==> src/rtl/cpu_pkg.sv <==
// Shared CPU types: instruction/address widths and the fetch-queue entry payload.
package cpu_pkg;

  localparam int unsigned IW = 9;
  localparam int unsigned AW = 9;

  typedef struct packed {
    logic [AW-1:0] pc;
    logic [IW-1:0] instr;
  } fq_entry_t;

endpackage

==> src/rtl/fq_ring.sv <==
// Circular entry store for the fetch queue: register array plus head/tail pointers.
module fq_ring
  import cpu_pkg::*;
#(
  parameter int unsigned DEPTH = 4
) (
  input  logic      clk,
  input  logic      rst,
  input  logic      wr_en,
  input  fq_entry_t wr_data,
  input  logic      rd_adv,
  input  logic      clr,
  output fq_entry_t rd_data
);

  localparam int unsigned PW = (DEPTH > 1) ? $clog2(DEPTH) : 1;

  fq_entry_t     mem_q [DEPTH];
  fq_entry_t     mem_d [DEPTH];
  logic [PW-1:0] head_q, head_d;
  logic [PW-1:0] tail_q, tail_d;

  // Pointer wrap is implicit because DEPTH is a power of two; clear wins over advance.
  always_comb begin
    mem_d  = mem_q;
    head_d = head_q;
    tail_d = tail_q;
    if (wr_en) begin
      mem_d[tail_q] = wr_data;
      tail_d        = tail_q + PW'(1);
    end
    if (rd_adv) begin
      head_d = head_q + PW'(1);
    end
    if (clr) begin
      head_d = '0;
      tail_d = '0;
    end
  end

  always_ff @(posedge clk or posedge rst) begin
    if (rst) begin
      for (int i = 0; i < int'(DEPTH); i++) begin
        mem_q[i] <= '0;
      end
      head_q <= '0;
      tail_q <= '0;
    end else begin
      mem_q  <= mem_d;
      head_q <= head_d;
      tail_q <= tail_d;
    end
  end

  assign rd_data = mem_q[head_q];

endmodule

==> src/rtl/fetch_queue.sv <==
// Instruction prefetch buffer: drives the ROM address, queues {pc, instr} entries
// and hands the oldest one to decode, with flush (jump) and halt control.
module fetch_queue #(
  parameter int unsigned DEPTH = 4,
  parameter int unsigned IW    = cpu_pkg::IW,
  parameter int unsigned AW    = cpu_pkg::AW
) (
  input  logic                       clk,
  input  logic                       start,
  input  logic                       halt,
  input  logic                       flush_en,
  input  logic [AW-1:0]              flush_target,
  output logic [AW-1:0]              rom_addr,
  input  logic [IW-1:0]              rom_data,
  input  logic                       deq_ready,
  output logic                       deq_valid,
  output logic [IW-1:0]              deq_instr,
  output logic [AW-1:0]              deq_pc,
  output logic [$clog2(DEPTH+1)-1:0] count
);

  import cpu_pkg::fq_entry_t;

  localparam int unsigned CW = $clog2(DEPTH + 1);

  logic [AW-1:0] fetch_pc_q, fetch_pc_d;
  logic [CW-1:0] count_q, count_d;
  logic          fetch_do;
  logic          deq_do;
  fq_entry_t     wr_entry;
  fq_entry_t     head_entry;

  assign deq_valid = (count_q != '0);
  assign deq_do    = deq_valid && deq_ready;

  // Flush beats fetch; a dequeue in the flush cycle is still honoured (it consumes the jump).
  always_comb begin
    fetch_do       = !halt && !flush_en && ((count_q < CW'(DEPTH)) || deq_do);
    wr_entry.pc    = fetch_pc_q;
    wr_entry.instr = rom_data;
    fetch_pc_d     = fetch_pc_q;
    count_d        = count_q + CW'(fetch_do) - CW'(deq_do);
    if (fetch_do) begin
      fetch_pc_d = fetch_pc_q + AW'(1);
    end
    if (flush_en) begin
      fetch_pc_d = flush_target;
      count_d    = '0;
    end
  end

  always_ff @(posedge clk or posedge start) begin
    if (start) begin
      fetch_pc_q <= '0;
      count_q    <= '0;
    end else begin
      fetch_pc_q <= fetch_pc_d;
      count_q    <= count_d;
    end
  end

  fq_ring #(
    .DEPTH (DEPTH)
  ) u_ring (
    .clk     (clk),
    .rst     (start),
    .wr_en   (fetch_do),
    .wr_data (wr_entry),
    .rd_adv  (deq_do),
    .clr     (flush_en),
    .rd_data (head_entry)
  );

  assign rom_addr  = fetch_pc_q;
  assign deq_instr = head_entry.instr;
  assign deq_pc    = head_entry.pc;
  assign count     = count_q;

endmodule

==> config.mk <==
export PLATFORM = sky130hd
export DESIGN_NAME = fetch_queue
export DESIGN_NICKNAME = d
export VERILOG_FILES = /design/src/rtl/cpu_pkg.sv /design/src/rtl/fq_ring.sv /design/src/rtl/fetch_queue.sv
export SDC_FILE = /design/constraint.sdc
export NUM_CORES = 1
export LEC_CHECK = 0
export BUFFER_PORTS_ARGS = -buffer_cell sky130_fd_sc_hd__buf_2
export CAP_MARGIN = 40
export CORE_MARGIN = 5
export CORE_UTILIZATION = 50
export DETAILED_ROUTE_END_ITERATION = 8
export PLACE_DENSITY = 0.73
export SYNTH_ARGS = -nofsm -noshare
export SYNTH_HDL_FRONTEND = slang
export SYNTH_SLANG_ARGS = --single-unit
export TNS_END_PERCENT = 20
==> constraint.sdc <==
create_clock -name clk -period 2.6 [get_ports clk]
set_input_delay 0.52 -clock clk [delete_from_list [all_inputs] [get_ports clk]]
set_output_delay 0.52 -clock clk [all_outputs]
set_load 0.1 [all_outputs]
==> summary.md <==
| Metric | Value |
|---|---|
| Root buffer cell | `clkbuf_8` |
| CTS sink count | `88` |
| Post-synthesis mux area share | `30.6%` |
| Core footprint | `7810 sq um` |
| Die W | `99.9 microns` |
| Total gr overflow | `0` |
| Clock Latency Late Sink | `0.36 ns` |
| Main synth FF type | `dfrtp_1` |
| Syn Inst Count | `271` |
| Hold WC Path Type | `primary input to asynchronous set/reset pin` |
| Highest routed layer | `met4` |
| XOR/XNOR Fraction of Synth Area | `2.81%` |
| Asr flop ratio synth | `100%` |
| Fin crit share | `91.9%` |
| Crit start category | `flop` |
| Antenna violations before repair | `0` |
| Via count | `2349` |
| Cell taking the most area after synthesis | `dfrtp_1` |
| Post-CTS Setup Bufs | `0` |
| CTS tree | `done` |
| Vias per inst | `5.40` |
| Rows | `32` |
| Count of final hold-check violations | `0` |
| RR Endpoint | `count[2]$_DFF_PP0_` |
| Path depth of the worst reg2reg path | `10` |
| Yosys warnings | `0` |
| Antenna Nets Post-Route | `0` |
| Wire per inst | `17.5 microns` |
| Setup TNS | `0 ns` |
| # diodes | `0` |
| First-pass iteration count of the detailed router | `4` |
| CTS resizes | `0` |
| CP Data Arrival Time | `1.87 ns` |
| Total GRT Usage | `16.4%` |
| Slew of the pin with the lowest slew margin | `0.775 ns` |
| CP Cell Sequence | `buf_4, mux4_2, buf_2` |
| Die height | `99.9 microns` |
| # port buffers | `53` |
| Top cells by area, synth | `dfrtp_1 54%, mux2_2 20%, mux4_2 10%` |
| Critical Path RT | `2.08 ns` |
| Area Growth Syn to Fin | `15.0%` |
| Synth Area in Compound Gates | `1.45%` |
| DIE AREA | `9990 sq um` |
| FF/Latch Area | `2200 sq um` |
| R2R setup slack | `0.50 ns` |
| Largest family of logic cells by synthesized area | `multiplexers` |
| Fin Hold WS | `0.295 ns` |
| Final non-filler cell area | `4650 sq um` |
| Reg clk slew, reported paths | `0.09 ns` |
| Worst Setup Slack, final | `0.210 ns` |
| HPWL after DPL | `5.18 mm` |
| Most common cell after layout, fill and taps aside | `dfrtp_1` |
| FILL cells | `647` |
| Synth unique cells | `28` |
| Yosys reg bits | `88` |
| Worst clock skew | `0.0114 ns` |
| Max-cap violations | `0` |
| Syn_area_per_cell | `14.9 sq um` |
| Synth Area in Adders | `2.66%` |
| Initial DRC count | `51` |
| RSZ-0062 raised after global routing | `no` |
| WS Path Type | `flop to output pin` |
| Mapped Nets | `302` |
| CP endpoint kind | `output pin` |
| Vias in the first global route | `2468` |
| H-tree levels | `3` |
| Max stage delay on crit path | `0.56 ns` |
| Placement Cell Area | `4450 sq um` |
| CTS buffer count | `9` |
| Crit path time final | `2.39 ns` |
| Relative slew slack | `48.2%` |
| Hold-fix buffers, CTS | `0` |
| Nets@finish | `359` |
| Synth top area share | `54.4%` |
| Slowest cell on crit path | `mux4_2` |
| Netlist Area Pre-Place | `4050 sq um` |
| Status | `complete, no violations` |
| # DRC | `0` |
| Register area share after synthesis | `54.4%` |
| Metal2 WL | `3.72 mm` |
| Initial core utilization | `51.8%` |
| Max Transition Viols Final | `0` |
| Clk buf depth | `2` |
| Wire length of the first global-routing pass | `12.5 mm` |
| Setup Slack @ Placement | `0.323 ns` |
| Reg2reg start | `count[2]$_DFF_PP0_` |
| Met3 routed WL | `319 microns` |
| Largest net degree at the start of global routing | `36` |
| Io pins | `54` |
| Met1 Wirelength | `3.46 mm` |
| Most frequent cells in the layout | `88 x dfrtp_1, 73 x mux2_2, 53 x buf_2` |
| Multi-input gate area | `1740 sq um` |
| Post-synth EDFFs | `0` |
| Layout cell share with drive strength beyond 1 | `53.2%` |
| Maximum clock rate | `418 MHz` |
| Simple-Gate Fraction of Synth Area | `5.38%` |
| Final setup fails | `0` |
| RePlAce Congestion | `0.754` |
| Crit-path max FO | `13` |
| Final wirelength | `7.61 mm` |
## worst max path at each step
stage,from,to,depth (start not counted)
after floorplan,count[2]$_DFF_PP0_,count[2]$_DFF_PP0_,10
after global placement,halt,count[2]$_DFF_PP0_,10
after detailed placement,halt,count[2]$_DFF_PP0_,10
after CTS,u_ring.head_q[0]$_DFFE_PP0P_,deq_pc[2],3
after global routing,u_ring.head_q[0]$_DFFE_PP0P_,deq_pc[2],3
final,u_ring.head_q[0]$_DFFE_PP0P_,deq_pc[2],3
## kinds of logic (layout without fill, tap and decap cells)
kind of cell,Yosys count,count (layout)
fa+ha+maj,8,8
xor+xnor,13,13
buf+inv,22,84
simple gates,37,37
flops,88,88
mux,92,92
compound gates,11,11
## per-layer routing
metal  vias up  track usage [%]
li1       1092                -
met1      1200             21.4
met2        48             26.9
met3         9             3.82
met4         0             5.67
met5         -                0
## cell usage after synthesis, drive strengths merged, types with 4 or more instances
master	number
buf	10
clkbuf	6
dfrtp	88
ha	7
inv	6
mux2	73
mux4	18
nand2	15
nor2	6
nor4	4
o21ai	9
xnor2	10
## layout make-up
class | instances | share of cell area, %
multi-input cells | 161 | 37.3
inverters | 6 | 0.565
repair buffers | 62 | 7.69
clock buffers | 10 | 2.96
well taps | 102 | 2.74
flip-flops and latches | 88 | 47.3
clock inverters | 6 | 1.40
## worst max-delay path, delay by kind of cell, from the launching register on
| kind | cells | cell delay, ns |
|---|---|---|
| muxes | 1 | 0.56 |
| buffers and inverters | 2 | 0.59 |
| DFF | 1 | 0.35 |
## per-stage QoR
step | cells | util, %
floorplan | 271 | -
detailed placement | 419 | 57.0
global placement | 419 | 57.0
CTS | 435 | 59.6
global route | 435 | 59.6
finish | 435 | 59.6
## sequential cells by signal, indices dropped and copies added, names as in the netlist
register / flops
u_ring.tail_q: 2
count: 3
u_ring.mem_q: 72
u_ring.head_q: 2
rom_addr: 9
Power is left out: the tool's default activity adds up to more than one toggle a clock period on the data nets, which glitch-free logic cannot reach.
